===== src/rtl/fpdiv_pkg.sv =====
// Shared types and constants for the sequential single-precision divider.
package fpdiv_pkg;

    typedef enum logic [2:0] {
        S_IDLE,
        S_UNPACK,
        S_DIV,
        S_NORM,
        S_DONE
    } state_t;

    localparam int BIAS  = 127;
    localparam int QBITS = 27;
    localparam int EXP_W = 10;
    localparam logic [31:0] QNAN = 32'h7FC00000;

    // Bit positions inside flags = {invalid, div_by_zero, overflow, underflow}
    localparam int FLAG_INVALID = 3;
    localparam int FLAG_DIV0    = 2;
    localparam int FLAG_OVF     = 1;
    localparam int FLAG_UNF     = 0;

endpackage


===== src/rtl/fpdiv_mant_step.sv =====
// One restoring-division step: subtract the divisor when it fits, then shift.
module fpdiv_mant_step (
    input  logic [24:0] r,
    input  logic [23:0] b_m,
    output logic [24:0] r_next,
    output logic        qbit
);

    logic [24:0] sel;

    always_comb begin
        qbit   = (r >= {1'b0, b_m});
        sel    = qbit ? (r - {1'b0, b_m}) : r;
        r_next = sel << 1;
    end

endmodule


===== src/rtl/fpdiv_seq_ctrl.sv =====
// Sequential IEEE-754 single divider controller (flush-to-zero, iterative restoring).
// Define FPDIV_ROUND_NEAREST_EN for round-to-nearest-even; default build truncates.
module fpdiv_seq_ctrl
    import fpdiv_pkg::*;
#(
    parameter int BITS_PER_CYCLE = 1
) (
    input  logic        clk,
    input  logic        rst_n,
    input  logic        in_valid,
    output logic        in_ready,
    input  logic [31:0] a,
    input  logic [31:0] b,
    output logic        out_valid,
    input  logic        out_ready,
    output logic [31:0] q,
    output logic [3:0]  flags,
    output logic        busy
);

    localparam logic [4:0] CNT_LAST = 5'(QBITS / BITS_PER_CYCLE - 1);
    localparam logic signed [EXP_W-1:0] EXP_MAX = 10'sd255;
    localparam logic signed [EXP_W-1:0] EXP_MIN = 10'sd0;

    state_t state, state_nxt;
    logic [4:0]  cnt;
    logic [31:0] a_reg, b_reg;
    logic [24:0] rem;
    logic [23:0] b_m;
    logic [QBITS-1:0] quo, quo_nxt;
    logic signed [EXP_W-1:0] exp_r, norm_e;
    logic        sign;

    logic        a_nan, a_inf, a_zero, b_nan, b_inf, b_zero, sgn;
    logic        spec_hit;
    logic [31:0] spec_q, norm_q;
    logic [3:0]  spec_flags, norm_flags;

`ifdef FPDIV_ROUND_NEAREST_EN
    function automatic logic [24:0] round_rne(input logic [23:0] m, input logic g, input logic s);
        return {1'b0, m} + {24'd0, g & (s | m[0])};
    endfunction

    logic [23:0] mant;
    logic [24:0] rnd;
    logic        guard, sticky;
`endif

    assign in_ready = (state == S_IDLE);
    assign busy     = (state != S_IDLE);

    // Operand classification; exponent 0 means zero (denormals flushed)
    assign a_nan  = (&a_reg[30:23]) &  (|a_reg[22:0]);
    assign a_inf  = (&a_reg[30:23]) & ~(|a_reg[22:0]);
    assign a_zero = (a_reg[30:23] == 8'd0);
    assign b_nan  = (&b_reg[30:23]) &  (|b_reg[22:0]);
    assign b_inf  = (&b_reg[30:23]) & ~(|b_reg[22:0]);
    assign b_zero = (b_reg[30:23] == 8'd0);
    assign sgn    = a_reg[31] ^ b_reg[31];

    always_comb begin
        spec_hit   = 1'b1;
        spec_q     = '0;
        spec_flags = '0;
        if (a_nan | b_nan | (a_zero & b_zero) | (a_inf & b_inf)) begin
            spec_q                   = QNAN;
            spec_flags[FLAG_INVALID] = 1'b1;
        end else if (a_inf) begin
            spec_q = {sgn, 8'hFF, 23'd0};
        end else if (b_zero) begin
            spec_q                = {sgn, 8'hFF, 23'd0};
            spec_flags[FLAG_DIV0] = 1'b1;
        end else if (a_zero | b_inf) begin
            spec_q = {sgn, 31'd0};
        end else begin
            spec_hit = 1'b0;
        end
    end

    logic [BITS_PER_CYCLE:0][24:0]  rr;
    logic [BITS_PER_CYCLE-1:0]      step_bits;

    assign rr[0] = rem;
    for (genvar i = 0; i < BITS_PER_CYCLE; i++) begin : g_step
        fpdiv_mant_step u_step (
            .r      (rr[i]),
            .b_m    (b_m),
            .r_next (rr[i+1]),
            .qbit   (step_bits[BITS_PER_CYCLE-1-i])
        );
    end
    assign quo_nxt = {quo[QBITS-1-BITS_PER_CYCLE:0], step_bits};

    // Normalise the quotient (value in [0.5, 2)) and pack
    always_comb begin
        norm_q     = '0;
        norm_flags = '0;
        norm_e     = quo[QBITS-1] ? exp_r : exp_r - 10'sd1;
`ifdef FPDIV_ROUND_NEAREST_EN
        mant   = quo[QBITS-1] ? quo[26:3] : quo[25:2];
        guard  = quo[QBITS-1] ? quo[2] : quo[1];
        sticky = (quo[QBITS-1] ? |quo[1:0] : quo[0]) | (rem != 25'd0);
        rnd    = round_rne(mant, guard, sticky);
        if (rnd[24]) begin
            norm_e = norm_e + 10'sd1;
            norm_q = {sign, 8'd0, rnd[23:1]};
        end else begin
            norm_q = {sign, 8'd0, rnd[22:0]};
        end
`else
        norm_q = {sign, 8'd0, (quo[QBITS-1] ? quo[25:3] : quo[24:2])};
`endif
        if (norm_e >= EXP_MAX) begin
            norm_q               = {sign, 8'hFF, 23'd0};
            norm_flags[FLAG_OVF] = 1'b1;
        end else if (norm_e <= EXP_MIN) begin
            norm_q               = {sign, 31'd0};
            norm_flags[FLAG_UNF] = 1'b1;
        end else begin
            norm_q[30:23] = norm_e[7:0];
        end
    end

    always_comb begin
        state_nxt = state;
        case (state)
            S_IDLE:   if (in_valid) state_nxt = S_UNPACK;
            S_UNPACK: state_nxt = spec_hit ? S_DONE : S_DIV;
            S_DIV:    if (cnt == 5'd0) state_nxt = S_NORM;
            S_NORM:   state_nxt = S_DONE;
            S_DONE:   if (out_valid && out_ready) state_nxt = S_IDLE;
            default:  state_nxt = S_IDLE;
        endcase
    end

    always_ff @(posedge clk) begin
        if (!rst_n) state <= S_IDLE;
        else        state <= state_nxt;
    end

    // out_valid rises on the cycle after DONE is entered and drops at the handshake
    always_ff @(posedge clk) begin
        if (!rst_n) begin
            cnt       <= '0;
            out_valid <= 1'b0;
            q         <= '0;
            flags     <= '0;
        end else begin
            case (state)
                S_UNPACK: begin
                    cnt <= CNT_LAST;
                    if (spec_hit) begin
                        q     <= spec_q;
                        flags <= spec_flags;
                    end
                end
                S_DIV:  if (cnt != 5'd0) cnt <= cnt - 5'd1;
                S_NORM: begin
                    q     <= norm_q;
                    flags <= norm_flags;
                end
                S_DONE: begin
                    if (!out_valid)     out_valid <= 1'b1;
                    else if (out_ready) out_valid <= 1'b0;
                end
                default: ;
            endcase
        end
    end

    always_ff @(posedge clk) begin
        case (state)
            S_IDLE: if (in_valid) begin
                a_reg <= a;
                b_reg <= b;
            end
            S_UNPACK: begin
                rem   <= {2'b01, a_reg[22:0]};
                b_m   <= {1'b1, b_reg[22:0]};
                sign  <= sgn;
                quo   <= '0;
                exp_r <= $signed({2'b00, a_reg[30:23]}) - $signed({2'b00, b_reg[30:23]})
                         + $signed(EXP_W'(BIAS));
            end
            S_DIV: begin
                rem <= rr[BITS_PER_CYCLE];
                quo <= quo_nxt;
            end
            default: ;
        endcase
    end

endmodule

===== config.mk =====
export PLATFORM = sky130hd
export DESIGN_NAME = fpdiv_seq_ctrl
export DESIGN_NICKNAME = d
export VERILOG_FILES = /design/src/rtl/fpdiv_pkg.sv /design/src/rtl/fpdiv_mant_step.sv /design/src/rtl/fpdiv_seq_ctrl.sv
export SDC_FILE = /design/constraint.sdc
export NUM_CORES = 1
export LEC_CHECK = 0
export CORE_UTILIZATION = 25
export DETAILED_ROUTE_END_ITERATION = 16
export PLACE_DENSITY = 0.52
export SLEW_MARGIN = 15
export SYNTH_ARGS = -nofsm -noshare
export SYNTH_HDL_FRONTEND = slang
export SYNTH_SLANG_ARGS = --single-unit
export TNS_END_PERCENT = 1

===== constraint.sdc =====
create_clock -name clk -period 3.3 [get_ports clk]
set_input_delay 0.66 -clock clk [delete_from_list [all_inputs] [get_ports clk]]
set_output_delay 0.66 -clock clk [all_outputs]
set_load 0.02 [all_outputs]

==> impl_metrics.prom <==
# TYPE chip_impl_metric gauge
chip_impl_metric{name="num_antenna_cells",unit=""} 0
chip_impl_metric{name="cp_num_buf_inv",unit=""} 1
chip_impl_metric{name="vdd.ir_drop.worst",unit="mV"} 0.408
chip_impl_metric{name="drtIter0Drc",unit=""} 345
chip_impl_info{name="ctsRootBufferMaster",value="clkbuf_16"} 1
chip_impl_metric{name="antenna_found_initial",unit=""} 0
chip_impl_metric{name="clkTransAtPathRegs",unit="ns"} 0.08
chip_impl_metric{name="detail_route.vias_per_cell",unit=""} 4.50
chip_impl_metric{name="critPathMaxFanout",unit=""} 12
chip_impl_info{name="setup_crit_start_kind",value="flop"} 1
chip_impl_metric{name="drc",unit=""} 0
chip_impl_metric{name="cap_violations",unit=""} 0
chip_impl_metric{name="cts_sinks",unit=""} 195
chip_impl_metric{name="wl_met1",unit="um"} 10200
chip_impl_metric{name="max-slew-margin-rel",unit="%"} 36.2
chip_impl_metric{name="row_count",unit=""} 70
chip_impl_metric{name="dieWidth",unit="um"} 194
chip_impl_metric{name="worst_path_largest_cell_delay",unit="ns"} 0.39
chip_impl_metric{name="syn_to_final_growth",unit="%"} 24.9
chip_impl_info{name="cp-startpoint",value="rem[7]"} 1
chip_impl_metric{name="vias_in_the_first_global_route",unit=""} 6263
chip_impl_metric{name="avgRoutedWirePerCell",unit="um"} 15.0
chip_impl_metric{name="clk-insertion-delay-late",unit="ns"} 0.45
chip_impl_metric{name="port_buffers",unit=""} 106
chip_impl_metric{name="post_synthesis_share_of_cell_area_spent_on_xor_and_xnor_gates",unit="%"} 3.98
chip_impl_metric{name="routed-wl-met3",unit="um"} 618
chip_impl_metric{name="finalWorstPathRequiredPeriod",unit="ns"} 3.13
chip_impl_info{name="worst_hold_path_type",value="reg2reg"} 1
chip_impl_metric{name="post_cts_buffers",unit=""} 0
chip_impl_metric{name="timing.critical_path.arrival",unit="ns"} 3.32
chip_impl_info{name="worstReg2RegEnd",value="rem[20]"} 1
chip_impl_metric{name="synth_enable_flop_cells",unit=""} 150
chip_impl_metric{name="final-max-slew-violation-count",unit=""} 0
chip_impl_metric{name="simple_logic_cell_fraction_of_the_synthesized_area",unit="%"} 13.4
chip_impl_metric{name="drtAntennaViolNets",unit=""} 0
chip_impl_info{name="dominant_cells_by_area_after_synthesis",value="edfxtp_1 (49%), dfxtp_1 (9.7%), mux2i_1 (4.8%)"} 1
chip_impl_metric{name="place.gp.congestion",unit=""} 0.808
chip_impl_metric{name="worst-r2r-cell-count",unit=""} 11
chip_impl_info{name="crit_chain",value="ha_1, and4_4, nor2b_4, o311a_1, nor4_2, o21ai_1, o221a_2, a31oi_4, buf_12, nor3_1, a211o_1"} 1
chip_impl_metric{name="max-clock-path-buffers",unit=""} 2
chip_impl_metric{name="r2r_setup_slack",unit="ns"} 0.17
chip_impl_metric{name="worst_ep_required_time",unit="ns"} 3.49
chip_impl_metric{name="postCtsResizedCells",unit=""} 0
chip_impl_info{name="setup_repair_after_global_routing_missed_its_margin",value="no"} 1
chip_impl_metric{name="tritoncts.num_buffers",unit=""} 17
chip_impl_metric{name="gr-total-overflow",unit=""} 0
chip_impl_metric{name="grt_pass1_wl",unit="um"} 33600
chip_impl_metric{name="share_of_post_route_cells_with_drive_strength_above_1",unit="%"} 6.52
chip_impl_metric{name="setup_total_negative_slack",unit="ns"} 0
chip_impl_info{name="yosysMostFrequentCell",value="edfxtp_1"} 1
chip_impl_metric{name="finalHoldViolations",unit=""} 0
chip_impl_info{name="most_frequently_used_flop_master_after_synthesis",value="edfxtp_1"} 1
chip_impl_metric{name="fin_worst_skew",unit="ns"} 0.0149
chip_impl_metric{name="synth_largest_type_area_fraction",unit="%"} 48.7
chip_impl_metric{name="post_cts_hold_buffers",unit=""} 0
chip_impl_metric{name="top_achievable_clock_speed",unit="GHz"} 0.320
chip_impl_metric{name="core_utilization_of_the_finished_layout",unit="%"} 31.6
chip_impl_metric{name="design.core.area",unit="mm2"} 0.0365
chip_impl_metric{name="synth_area",unit="mm2"} 0.00925
chip_impl_metric{name="synth-async-reset-ratio",unit="%"} 0
chip_impl_metric{name="transition_time_at_the_pin_with_the_least_slew_margin",unit="ns"} 0.956
chip_impl_info{name="critPathTopFamily",value="compound AO/OA/AOI/OAI gates"} 1
chip_impl_info{name="cts_tree",value="done"} 1
chip_impl_metric{name="drt_pass1_iterations",unit=""} 4
chip_impl_metric{name="die_height",unit="um"} 194
chip_impl_metric{name="detailed_place_hpwl",unit="um"} 15600
chip_impl_info{name="critical_path.endpoint_type",value="flop"} 1
chip_impl_metric{name="leakage_power_of_the_design",unit="nW"} 4.35
chip_impl_info{name="yosysTopAreaCell",value="edfxtp_1"} 1
chip_impl_metric{name="yosysWarningCount",unit=""} 0
chip_impl_metric{name="setup-violations-final",unit=""} 0
chip_impl_metric{name="synthesis.area_per_instance",unit="um2"} 11.5
chip_impl_info{name="critical_path_class",value="reg2reg"} 1
chip_impl_metric{name="finalNetCount",unit=""} 1028
chip_impl_info{name="combinational_family_with_the_most_area_after_synthesis",value="simple AND/OR/NAND/NOR gates"} 1
chip_impl_metric{name="synth.lib_cells_used.distinct",unit=""} 58
chip_impl_metric{name="grt_max_degree",unit=""} 44
chip_impl_metric{name="filler_cell_count",unit=""} 3669
chip_impl_metric{name="finalCritPeriodShare",unit="%"} 94.7
chip_impl_info{name="timing.rr.start",value="rem[7]"} 1
chip_impl_metric{name="cts-htree-levels",unit=""} 4
chip_impl_metric{name="start_util",unit="%"} 25.3
chip_impl_metric{name="final-instance-count-excl-fill",unit=""} 1404
chip_impl_metric{name="worstHoldPathCells",unit=""} 0
chip_impl_info{name="critical-path-slowest-cell",value="edfxtp_1"} 1
chip_impl_info{name="worstHoldStart",value="b_reg[3]"} 1
chip_impl_info{name="maxUsedRoutingLayer",value="met4"} 1
chip_impl_metric{name="synth_compound_gate_area_share",unit="%"} 11.0
chip_impl_info{name="outcome",value="completed"} 1
chip_impl_metric{name="route.final.wire_length",unit="um"} 21100
chip_impl_metric{name="vias",unit=""} 6312
chip_impl_metric{name="overall_power",unit="mW"} 7.04
chip_impl_info{name="hold_end",value="b_m[3]"} 1
chip_impl_metric{name="yosys.area_share.adder",unit="%"} 5.17
chip_impl_metric{name="global_route.usage.total",unit="%"} 11.5
chip_impl_metric{name="pwr_density_cell",unit="mW/mm2"} 610
chip_impl_metric{name="io-pin-count",unit=""} 107
chip_impl_metric{name="finalInstanceArea",unit="mm2"} 0.0116
chip_impl_metric{name="yosys_register_bits",unit=""} 195
chip_impl_metric{name="placed_area",unit="mm2"} 0.0110
chip_impl_metric{name="syn-instance-count",unit=""} 805
chip_impl_metric{name="synth.area.mux_share",unit="%"} 4.76
chip_impl_metric{name="nets_in_the_synthesized_netlist",unit=""} 910
chip_impl_info{name="synth_top_cells_by_count",value="edfxtp_1 (150), nand2_1 (80), inv_1 (48)"} 1
chip_impl_metric{name="synth_sequential_area_ratio",unit="%"} 58.4
chip_impl_metric{name="die_area",unit="mm2"} 0.0378
chip_impl_metric{name="met2_wirelength",unit="um"} 9790
chip_impl_metric{name="placed_cells",unit=""} 1372
## area by class of cell
type	count	area [um2]	share of cell area, %
sequential	195	5410	46.8
multi-input combinational	537	3550	30.7
timing repair buffer	124	1230	10.7
tap	468	586	5.07
clock buffer	20	478	4.14
inverter	48	180	1.56
clock inverter	12	120	1.04
## cell families (layout without fill, tap and decap cells)
group	after synthesis	after routing
fa+ha+maj	37	37
buf+inv	73	204
xor+xnor	42	42
flops	195	195
mux	44	44
simple gates	249	249
compound gates	165	165
## cell usage in the layout (no fill, tap or decap), types with 18 or more instances in the layout
master and instances:
dfxtp_1 45, edfxtp_1 150, nor4_1 20, clkdlybuf4s50_1 106, ha_1 35, nor2_1 43, nor3_1 18, nand2_1 79
clkbuf_16 18, xnor2_1 25, mux2i_1 44, inv_1 48, o21ai_0 47, a21oi_1 41, and3_1 27
## worst max path at each step
stage                    end  slack, ns  depth (start not counted)
floorplan           a_reg[0]       0.19                          4
global placement      rem[7]       0.25                         11
detailed placement    rem[5]       0.16                         11
CTS                   rem[5]       0.15                         11
global route         rem[24]       0.02                         10
finish               rem[20]       0.17                         11
## where the power goes
group	switching, mW	internal, mW
sequential	0.199	3.03
clock	0.977	1.14
combinational	0.948	0.747
## routing by layer
layer	up-vias	GRT usage, %
met5	-	0
met4	0	4.88
met3	20	2.39
met2	97	18.4
met1	3006	15.1
li1	3189	-
## stage by stage
step,setup slack [ns],hold WS [ns]
final,0.173,0.444
after global routing,0.0239,0.459
after CTS,0.151,0.451
after detailed placement,0.157,0.439
after global placement,0.246,0.435
after floorplan,0.193,0.427
(Power assumes the default switching activity.)
